### src/rtl/alu_op_sequencer.sv
// Sequencer for the 8-bit ALU instruction group: owns A and F, gathers the second
// operand (register, (HL) or d8), drives the external ALU stage for one cycle and
// pads the instruction out to LR35902 M-cycle timing.
module alu_op_sequencer #(
   parameter int unsigned T_PER_M = 4,
   parameter logic [7:0]  A_RESET = 8'h01,
   parameter logic [7:0]  F_RESET = 8'hB0
) (
   input  logic       i_Clk,
   input  logic       i_Reset,
   input  logic       i_Start,
   input  logic [7:0] i_Opcode,
   output logic       o_Busy,
   output logic       o_Done,
   output logic       o_Illegal,
   output logic [2:0] o_RegSel,
   input  logic [7:0] i_RegData,
   output logic       o_ByteReq,
   output logic       o_ByteSrc,
   input  logic       i_ByteValid,
   input  logic [7:0] i_ByteData,
   output logic [7:0] o_AluA,
   output logic [7:0] o_AluB,
   output logic [2:0] o_AluOp,
   output logic [3:0] o_AluF,
   input  logic [7:0] i_AluResult,
   input  logic [3:0] i_AluFlags,
   input  logic       i_LoadA,
   input  logic       i_LoadF,
   input  logic [7:0] i_LoadData,
   output logic [7:0] o_A,
   output logic [7:0] o_F
);

   // 5 bits covers 2*T_PER_M for T_PER_M up to 15; the count saturates on long fetches.
   localparam int unsigned      CntW    = 5;
   localparam logic [CntW-1:0]  CntMax  = '1;
   localparam logic [CntW-1:0]  MinReg  = CntW'(T_PER_M);
   localparam logic [CntW-1:0]  MinByte = CntW'(2 * T_PER_M);

   typedef enum logic [1:0] {StIdle, StFetch, StExec, StHold} state_e;

   state_e          state_q, state_d;
   logic [CntW-1:0] cnt_q, cnt_d, cnt_inc, min_cnt;
   logic [7:0]      a_q, a_d, f_q, f_d, opnd_q, opnd_d;
   logic [2:0]      op_q, op_d;
   logic            is_byte_q, is_byte_d;
   logic            byte_src_q, byte_src_d;
   logic            illegal_q, illegal_d;
   logic            legal, needs_byte, done, in_exec;

   // Decode the incoming opcode: ALU group membership and whether a byte fetch is needed.
   always_comb begin
      legal      = (i_Opcode[7:6] == 2'b10) ||
                   ((i_Opcode[7:6] == 2'b11) && (i_Opcode[2:0] == 3'b110));
      needs_byte = (i_Opcode[7:6] == 2'b11) || (i_Opcode[2:0] == 3'b110);
   end

   assign cnt_inc = (cnt_q == CntMax) ? cnt_q : cnt_q + 1'b1;
   assign min_cnt = is_byte_q ? MinByte : MinReg;
   // A late fetch can push the count past the minimum, hence >= rather than ==.
   assign done    = (state_q == StHold) && (cnt_q >= min_cnt);
   assign in_exec = (state_q == StExec);

   // Next-state, operand capture and A/F write-back.
   always_comb begin
      state_d    = state_q;
      cnt_d      = cnt_q;
      a_d        = a_q;
      f_d        = f_q;
      opnd_d     = opnd_q;
      op_d       = op_q;
      is_byte_d  = is_byte_q;
      byte_src_d = byte_src_q;
      illegal_d  = 1'b0;
      case (state_q)
         StIdle: begin
            if (i_Start) begin
               // Start wins over any simultaneous load.
               if (legal) begin
                  op_d      = i_Opcode[5:3];
                  cnt_d     = '0;
                  is_byte_d = needs_byte;
                  if (needs_byte) begin
                     byte_src_d = ~i_Opcode[6];
                     state_d    = StFetch;
                  end else begin
                     opnd_d  = (i_Opcode[2:0] == 3'b111) ? a_q : i_RegData;
                     state_d = StExec;
                  end
               end else begin
                  illegal_d = 1'b1;
               end
            end else begin
               if (i_LoadA) a_d = i_LoadData;
               if (i_LoadF) f_d = {i_LoadData[7:4], 4'h0};
            end
         end
         StFetch: begin
            cnt_d = cnt_inc;
            if (i_ByteValid) begin
               opnd_d  = i_ByteData;
               state_d = StExec;
            end
         end
         StExec: begin
            cnt_d   = cnt_inc;
            a_d     = i_AluResult;
            f_d     = {i_AluFlags, 4'h0};
            state_d = StHold;
         end
         StHold: begin
            if (done) begin
               cnt_d   = '0;
               state_d = StIdle;
            end else begin
               cnt_d = cnt_inc;
            end
         end
         default: state_d = StIdle;
      endcase
   end

   // State and datapath registers with synchronous reset.
   always_ff @(posedge i_Clk) begin
      if (i_Reset) begin
         state_q    <= StIdle;
         cnt_q      <= '0;
         a_q        <= A_RESET;
         f_q        <= {F_RESET[7:4], 4'h0};
         opnd_q     <= '0;
         op_q       <= '0;
         is_byte_q  <= 1'b0;
         byte_src_q <= 1'b0;
         illegal_q  <= 1'b0;
      end else begin
         state_q    <= state_d;
         cnt_q      <= cnt_d;
         a_q        <= a_d;
         f_q        <= f_d;
         opnd_q     <= opnd_d;
         op_q       <= op_d;
         is_byte_q  <= is_byte_d;
         byte_src_q <= byte_src_d;
         illegal_q  <= illegal_d;
      end
   end

   // Outputs; the ALU ports are only live during the single EXEC cycle.
   always_comb begin
      o_Busy    = (state_q != StIdle);
      o_Done    = done;
      o_Illegal = illegal_q;
      o_RegSel  = i_Opcode[2:0];
      o_ByteReq = (state_q == StFetch);
      o_ByteSrc = byte_src_q;
      o_AluA    = in_exec ? a_q : 8'h00;
      o_AluB    = in_exec ? opnd_q : 8'h00;
      o_AluOp   = in_exec ? op_q : 3'b000;
      o_AluF    = in_exec ? f_q[7:4] : 4'h0;
      o_A       = a_q;
      o_F       = f_q;
   end

endmodule

### config.mk
export PLATFORM = sky130hd
export DESIGN_NAME = alu_op_sequencer
export DESIGN_NICKNAME = d
export VERILOG_FILES = /design/src/rtl/alu_op_sequencer.sv
export SDC_FILE = /design/constraint.sdc
export NUM_CORES = 1
export LEC_CHECK = 0
export CAP_MARGIN = 10
export CORE_MARGIN = 5
export CORE_UTILIZATION = 31
export CTS_CLUSTER_DIAMETER = 30
export DETAILED_ROUTE_END_ITERATION = 10
export PLACE_DENSITY = 0.7
export SLEW_MARGIN = 10
export SYNTH_ARGS = -nofsm -noshare
export SYNTH_HDL_FRONTEND = slang
export SYNTH_SLANG_ARGS = --single-unit
### constraint.sdc
create_clock -name i_Clk -period 1.9 [get_ports i_Clk]
set_input_delay 0.38 -clock i_Clk [delete_from_list [all_inputs] [get_ports i_Clk]]
set_output_delay 0.38 -clock i_Clk [all_outputs]
set_load 0.01 [all_outputs]
==> Yosys cells after proc, flatten, opt, wreduce, memory -nomap -nowiden <==
Index checks and enable logic that the tools add are counted.
{ "totals": {"reg_bits": 37, "output_inout_bits": 47, "elab_cells": 76} }
{ "op_classes": {"n_eq_ne": 16, "n_addsub": 1, "mux": 29, "bitwise_logic": 3, "order_cmp": 1, "reduce_logical": 17} }
{ "ops": {"columns": ["operator", "n"], "rows": [
  ["8-bit 2-to-1 mux", 11],
  ["8-bit one-hot mux with 2 select lines", 3],
  ["5-bit 2-to-1 mux", 4],
  ["5-bit one-hot mux with 3 select lines", 1],
  ["2-bit != test (second input constant)", 7],
  ["2-bit 2-to-1 mux", 5],
  ["3-bit AND reduction", 3],
  ["2-bit equality test (second input constant)", 4],
  ["4-bit 2-to-1 mux", 2],
  ["2-bit one-hot mux with 4 select lines", 1],
  ["4-bit AND reduction", 2],
  ["3-bit equality test (second input constant)", 2],
  ["2-bit nonzero test", 3],
  ["5-bit by 1-bit adder with 5-bit output (second input constant)", 1],
  ["5-bit equality test (second input constant)", 1],
  ["5-bit by 4-bit greater-or-equal comparator with 1-bit output", 1],
  ["5-bit AND reduction", 1],
  ["3-bit 2-to-1 mux", 1],
  ["1-bit inverter", 3],
  ["3-bit OR reduction", 1],
  ["2-bit by 1-bit equality test with 1-bit output (second input constant)", 1],
  ["1-bit logical AND", 2],
  ["2-bit logical NOT", 1],
  ["1-bit logical OR", 2],
  ["4 further kinds", 4]
]} }

==> Logic depth before layout (Yosys ltp) <==
Gate-level depths: netlist (run 1).
{ "depth": {"word_depth": 6, "mapped_depth": 8} }

==> Worst setup path before layout (run 1) <==
Ideal clock, no wire load.
{ "synth_path": {"path_type": "flip-flop to flip-flop", "start": "register state_q[1]", "end": "register a_q[0] (netlist: o_A[0])", "slack_ps": 243, "path_stages_with_launch": 9, "t_required_ps": 1778, "path_buffers": 2, "t_arrival_ps": 1535, "cell_sequence": "dfxtp_1 > inv_1 > ha_1 > buf_4 > and2b_1 > a21o_2 > buf_4 > mux2i_1 > nand2_1"} }
{ "synth_via": {"elab_chain_len": 3, "elab_cells_between_ends": 7} }
{ "synth_lines": {"columns": ["element", "line_no", "rtl"], "rows": [
  ["from (decl)", "43", "state_e state_q, state_d;"],
  ["from (signal assigned)", "127", "state_q <= StIdle;"],
  ["from (signal assigned)", "137", "state_q <= state_d;"],
  ["2-bit equality test / 2-bit logical NOT (equally long branches)", "76", "case (state_q)"],
  ["2-bit nonzero test (no source line) / 2-bit != test (equally long branches)", null, null],
  ["3-bit AND reduction (no source line)", null, null],
  ["to (signal assigned)", "129", "a_q <= A_RESET;"],
  ["to (signal assigned)", "139", "a_q <= a_d;"],
  ["to (decl)", "45", "logic [7:0] a_q, a_d, f_q, f_d, opnd_q, opnd_d;"]
]} }
Parallel ways exist; a longest one is shown, timed or not.
A chain may end at the register's enable or synchronous reset.

==> Final worst setup path (run 1) <==
{ "layout_path": {"start": "register state_q[0]", "end": "output port o_AluB[4]"} }
{ "layout_via": {"elab_chain_len": 2} }
{ "layout_lines": {"columns": ["element", "line_no", "rtl"], "rows": [
  ["2-bit equality test", "63", "assign in_exec = (state_q == StExec);"],
  ["8-bit 2-to-1 mux", "158", "o_AluB = in_exec ? opnd_q : 8'h00;"],
  ["to (decl)", "23", "output logic [7:0] o_AluB,"]
]} }
No other way between the ends.

==> key figures, run 1 <==
Floorplanning
  • Initial core utilization: 31.9%
  • Core area: 0.00683 mm2
  • Die Span X: 93.8 um
  • Chip height: 93.8 um
  • Row cnt: 30
  • Die area: 0.00880 mm2
  • I/O pins: 97

STA
  • Worst hold slack: 0.463 ns
  • Setup-failing EPs final: 0
  • Fin. Hold Viols: 0
  • Clk_skew: 0.00292 ns
  • RSZ-0062 raised after global routing: yes
  • Highest clock rate: 553 MHz
  • Slew Limit Fails: 0
  • Final Cycle Share: 95.2%
  • Setup TNS: 0 ns
  • Fin crit period: 1.81 ns

Finish
  • Share of cells above drive strength 1: 18.1%
  • Area grow syn2layout: 55.9%
  • Ant diodes: 0
  • Final #Nets: 411
  • Post-Layout Cell Count: 449

Route
  • Via count: 2171
  • Per-cell routed wire length: 15.5 um
  • DRC violations left: 0
  • Detailed Route Iter0 Violations: 64
  • Final WL: 6.98 mm
  • DR pass1 iterations: 4
  • Via density: 4.84
  • ANT nets after route: 0

Clock tree
  • Clock Sinks: 33
  • Clock Root Buffer: clkbuf_8
  • Hold_buf cts: 0
  • CTS tree: yes
  • H-tree depth: 2
  • Worst skew pair latency: 0.28 ns
  • Clock buffer depth: 2
  • Reg clk slew, reported paths: 0.07 ns
  • Number of buffers created by CTS: 5

Setup path
  • Worst Setup EP: o_AluB[4]
  • Startpoint types: flop
  • FF-to-FF End: cnt_q[3]$_SDFFE_PP0P_
  • Arrival time at the worst endpoint: 1.43 ns
  • Required @ worst endpoint: 1.52 ns
  • Crit path capture type: output pin
  • Crit path from: state_q[0]$_SDFFE_PP0P_
  • Reg2Reg Setup Slack: 0.14 ns
  • Worst-path fanout max: 15
  • Worst R2R Start: is_byte_q$_SDFFE_PP0P_
  • Crit path kind: reg2out
  • R2R depth: 7

Global route
  • GR Overflow Total: 0
  • Met3 GRT Util: 4.65%
  • GR peak layer: met2
  • Vias in the first global route: 2296
  • First-pass GRT wire length: 11.3 mm
  • Met1 usage: 20.3%
  • Largest net degree at the start of global routing: 28
  • Initial antenna violation count: 0
  • Met2 Resource Use GR: 27.1%
  • Total track usage: 16.2%

Synth
  • EDFF count, synth: 0
  • Dominant synthesized flop cell: dfxtp_1
  • Distinct cells, synth: 55
  • Syn Area/Cell: 8.68 um2
  • Async SR Flop Fraction: 0%
  • Synth Register Bits: 33
  • Gate Count Post-Synth: 251
  • Synth warn: 0
  • Cell Area, Synth: 0.00218 mm2
  • Top cells by count, synth: dfxtp_1, and2_1, inv_1, mux2i_1, nor2_1
  • Proportion of synthesized chip area in sequential cells: 30.3%
  • Synth top area share: 30.3%
  • Top-count cell post-synth: dfxtp_1
  • Dominant cells by area after synthesis: dfxtp_1, mux2i_1, and2_1
  • Cell taking the most area after synthesis: dfxtp_1

Status
  • Status: complete, no violations

Place
  • IO Port Bufs: 92
  • RD Place Congestion: 0.773
  • Placed instance count: 440
  • HPWL after detailed placement: 5.36 mm

Power
  • P_leak: 1.38 nW
  • Peak supply drop: 0.000388 V
  • Power Density: 739 mW/mm2

Run
  • Maxcap violations: 0

Hold path
  • Worst hold path class: reg2reg
## worst min path at each step
| stage | startpoint | cells after the start | end | slack (ns) |
|---|---|---|---|---|
| after global routing | opnd_q[1]$_SDFFE_PP0P_ | 2 | opnd_q[1]$_SDFFE_PP0P_ | 0.50 |
| after global placement | o_ByteSrc$_SDFFE_PP0P_ | 2 | o_ByteSrc$_SDFFE_PP0P_ | 0.45 |
| after detailed placement | o_ByteSrc$_SDFFE_PP0P_ | 2 | o_ByteSrc$_SDFFE_PP0P_ | 0.46 |
| after floorplan | opnd_q[0]$_SDFFE_PP0P_ | 2 | opnd_q[0]$_SDFFE_PP0P_ | 0.45 |
| after CTS | o_ByteSrc$_SDFFE_PP0P_ | 2 | o_ByteSrc$_SDFFE_PP0P_ | 0.47 |
| final | o_ByteSrc$_SDFFE_PP0P_ | 2 | o_ByteSrc$_SDFFE_PP0P_ | 0.46 |
## registers in the layout, indices dropped and copies added (netlist names)
register	count
cnt_q	5
is_byte_q	1
o_F	4
state_q	2
opnd_q	8
o_ByteSrc	1
o_Illegal	1
o_A	8
op_q	3
## layout make-up
class | count | area, um2
Multi-Input combinational cell | 178 | 1360
Tap cell | 96 | 120
Clock inverter | 1 | 30.0
Fill cell | 689 | 3430
Inverter | 19 | 71.3
Clock buffer | 7 | 86.3
Timing Repair Buffer | 115 | 1060
Sequential cell | 33 | 667
## cell families after synthesis
logic type,after synthesis,share of synthesized area (%)
AOI/OAI and AO/OA,67,23.8
other,1,0.172
muxes,20,9.48
adders and majority gates,9,5.17
DFF,33,30.3
and+or+nand+nor,78,20.7
buffers and inverters,43,10.3
## worst max-delay path, stage by stage (launching register included)
cell and delay, ns:
dfxtp_2 0.33, inv_2 0.06, ha_4 0.17, buf_12 0.14
and2_1 0.15, dlygate4sd2_1 0.28
## metal layers
layer / vias to the layer above / share of wire, %
met3: 4 / 6.8
met2: 75 / 47
met5: - / 0
met1: 983 / 45
met4: 0 / 1.1
li1: 1109 / -
## power breakdown
part / switching, mW / internal (mW) / leakage [nW] / total [mW]
clock: 0.262 / 0.428 / 0.0585 / 0.690
sequential: 0.0567 / 0.764 / 0.271 / 0.820
combinational: 0.479 / 0.520 / 1.05 / 1.00
## metrics by stage
stage / utilization [%] / worst slack [ns] / area, um2 / power, mW
final: 49.7 / 0.0910 / 3400 / 2.51
after global routing: 49.7 / -0.0100 / 3400 / 2.67
after CTS: 49.7 / 0.00180 / 3400 / 2.51
after detailed placement: 47.6 / -0.0899 / 3250 / 1.80
after global placement: 47.6 / -0.0536 / 3250 / 1.78
after floorplan: - / 0.243 / 2190 / 1.37
## repair_timing
item,4_1_cts,5_1_grt
pin swaps,0,1
buffers inserted,0,0
resized for setup,47,16
hold endpoints to repair,0,0
gates cloned,1,0
endpoints found under the setup margin,28,20
## cells in the final DEF, fill, tap and decap left out, types with 4 or more instances in the layout
| cell type | count |
|---|---|
| a211oi_1 | 8 |
| o2111ai_1 | 9 |
| o211ai_1 | 8 |
| nand3_1 | 4 |
| nand4_1 | 9 |
| clkbuf_8 | 6 |
| a21oi_1 | 13 |
| dfxtp_1 | 30 |
| mux2i_1 | 15 |
| mux2_2 | 5 |
| and2_1 | 23 |
| nor2_1 | 14 |
| inv_1 | 16 |
| buf_4 | 21 |
| conb_1 | 4 |
| clkdlybuf4s50_1 | 63 |
| ha_1 | 6 |
| and3_1 | 4 |
| clkbuf_2 | 7 |
| dlygate4sd2_1 | 19 |
| nand2_1 | 8 |
| o21ai_0 | 9 |
Power figures use the tool's default switching activity.
==> run 2, diff against run 1 <==
CORE_ASPECT_RATIO = 0.7   (was unset)
SETUP_SLACK_MARGIN = 0.15   (was unset)
==> key figures, run 2 (synthesis gave the netlist of run 1 again) <==
Clock tree
  • Clock Root Buffer: clkbuf_8 (unchanged)
  • Reg clk slew, reported paths: 0.07 ns (about the same)
  • CTS tree: yes (unchanged)
  • Clock buffer depth: 2 (unchanged)
  • Number of buffers created by CTS: 5 (unchanged)
  • Clock Sinks: 33 (unchanged)
  • Hold_buf cts: 0 (unchanged)
  • H-tree depth: 2 (unchanged)
  • Worst skew pair latency: 0.28 ns (about the same)

Floorplanning
  • Initial core utilization: 32.1% (was 31.9%)
  • Row cnt: 25 (was 30)
  • Die Span X: 110 um (was 93.8 um)
  • Die area: 0.00883 mm2 (was 0.00880 mm2)
  • Chip height: 80.1 um (was 93.8 um)
  • I/O pins: 97 (unchanged)
  • Core area: 0.00679 mm2 (was 0.00683 mm2)

Run
  • Maxcap violations: 0 (unchanged)

Finish
  • Fin area: 0.00344 mm2 (was 0.00340 mm2)
  • Ant diodes: 0 (unchanged)
  • Share of cells above drive strength 1: 28.0% (was 18.1%)
  • Area grow syn2layout: 58.0% (was 55.9%)
  • Final #Nets: 415 (was 411)
  • Most common cell after layout, fill and taps aside: clkdlybuf4s50_1 (unchanged)
  • Most frequent cells in the layout: clkdlybuf4s50_1, dfxtp_1, buf_4 (was clkdlybuf4s50_1, dfxtp_1, and2_1)

STA
  • Fin. Hold Viols: 0 (unchanged)
  • Highest clock rate: 572 MHz (was 553 MHz)
  • Setup-failing EPs final: 0 (unchanged)
  • Slew Limit Fails: 0 (unchanged)
  • Final Cycle Share: 92.0% (was 95.2%)
  • Worst hold slack: 0.472 ns (was 0.463 ns)
  • Clk_skew: 0.00318 ns (was 0.00292 ns)
  • Fin crit period: 1.75 ns (was 1.81 ns)
  • Final worst slack: 0.151 ns (was 0.0910 ns)
  • RSZ-0062 raised after global routing: yes (unchanged)
  • Setup TNS: 0 ns (unchanged)

Route
  • DR pass1 iterations: 4 (unchanged)
  • Per-cell routed wire length: 16.0 um (was 15.5 um)
  • ANT nets after route: 0 (unchanged)
  • Detailed Route Iter0 Violations: 120 (was 64)
  • DRC violations left: 0 (unchanged)
  • Via density: 5.01 (was 4.84)
  • Final WL: 7.23 mm (was 6.98 mm)
  • Via count: 2261 (was 2171)

Power
  • Peak supply drop: 0.000350 V (was 0.000388 V)
  • Power Density: 689 mW/mm2 (was 739 mW/mm2)
  • P_leak: 1.38 nW (about the same)

Place
  • IO Port Bufs: 92 (unchanged)
  • RD Place Congestion: 0.846 (was 0.773)
  • Post-DP Area: 0.00327 mm2 (was 0.00325 mm2)
  • Dpl ws: -0.0856 ns (was -0.0899 ns)
  • HPWL after detailed placement: 5.35 mm (was 5.36 mm)

Setup path
  • Crit path capture type: output pin (unchanged)
  • Startpoint types: flop (unchanged)
  • Worst-path fanout max: 4 (was 15)
  • Arrival time at the worst endpoint: 1.37 ns (was 1.43 ns)
  • Crit path kind: reg2out (unchanged)
  • Required @ worst endpoint: 1.52 ns (about the same)

Status
  • Status: complete, no violations (unchanged)

Hold path
  • Worst hold path class: reg2reg (unchanged)

Global route
  • Vias in the first global route: 2225 (was 2296)
  • Total track usage: 15.6% (was 16.2%)
  • Largest net degree at the start of global routing: 28 (unchanged)
  • First-pass GRT wire length: 10.8 mm (was 11.3 mm)
  • GR Overflow Total: 0 (unchanged)
  • Initial antenna violation count: 0 (unchanged)
[run 2: cell types whose count changed in the layout (fill, tap and decap cells not counted), moves of 3 or more]
cell,before,now
buf_4,21,25
ha_1,6,2
dfxtp_1,30,27
buf_2,2,24
clkbuf_2,7,0
ha_4,1,4
dlygate4sd2_1,19,4
[run 2: critical path, stage by stage (launching register included)]
cell and delay, ns:
dfxtp_4 0.39, buf_4 0.11, ha_2 0.21, inv_1 0.09, a31oi_4 0.14, buf_2 0.15
[run 2: final cells by class]
| type | instances | area (um2) |
|---|---|---|
| Sequential cell | 33 | 673 |
| Inverter | 19 | 73.8 |
| Fill cell | 645 | 3350 |
| Multi-Input combinational cell | 178 | 1460 |
| Clock inverter | 2 | 10.0 |
| Clock buffer | 6 | 72.6 |
| Tap cell | 94 | 118 |
| Timing Repair Buffer | 119 | 1030 |
[run 2: path summary, 6_finish.rpt]
path	slack [ns]	start	cells after the start	to
hold reg to reg	0.47	cnt_q[1]$_SDFFE_PP0P_	1	cnt_q[1]$_SDFFE_PP0P_
hold / removal	0.47	cnt_q[1]$_SDFFE_PP0P_	1	cnt_q[1]$_SDFFE_PP0P_
setup / recovery	0.15	state_q[1]$_SDFFE_PP0P_	5	o_Done
setup reg to reg	0.19	state_q[1]$_SDFFE_PP0P_	6	cnt_q[3]$_SDFFE_PP0P_
[run 2: power breakdown]
part	switching [mW]	total, mW	internal, mW	leakage (nW)
Combinational	0.501	1.04	0.541	1.06
Sequential	0.0609	0.824	0.763	0.273
Clock	0.253	0.507	0.254	0.0450
Total	0.814	2.37	1.56	1.38
[run 2: through the flow]
stage                     std cells  power, mW  utilization, %
after CTS                       449       2.33            48.9
after floorplan                 254       1.37               -
final                           451       2.37            50.7
after global routing            451       2.51            50.7
after global placement          440       1.77            48.1
after detailed placement        440       1.79            48.1
[run 2: layer usage]
metal  track usage (%)  up-vias  share of wire, %
li1                  -     1112                 -
met1              20.9     1025                43
met2              23.7      110                45
met3              5.78       14               9.7
met4              3.94        0               1.9
met5                 0        -                 0
[run 2: what timing repair did]
item                                    4_1_cts  5_1_grt
buffers inserted                              0        2
pin swaps                                     4        7
gates resized for setup                     121       24
hold endpoints to repair                      0        0
endpoints found under the setup margin       51       26
cloned                                        1        0
==> run 3, diff against run 2 <==
CTS_CLUSTER_SIZE = 30   (was unset)
==> results of run 3 <==
Same layout as run 2: the final DEF is identical, and so are final timing and power.
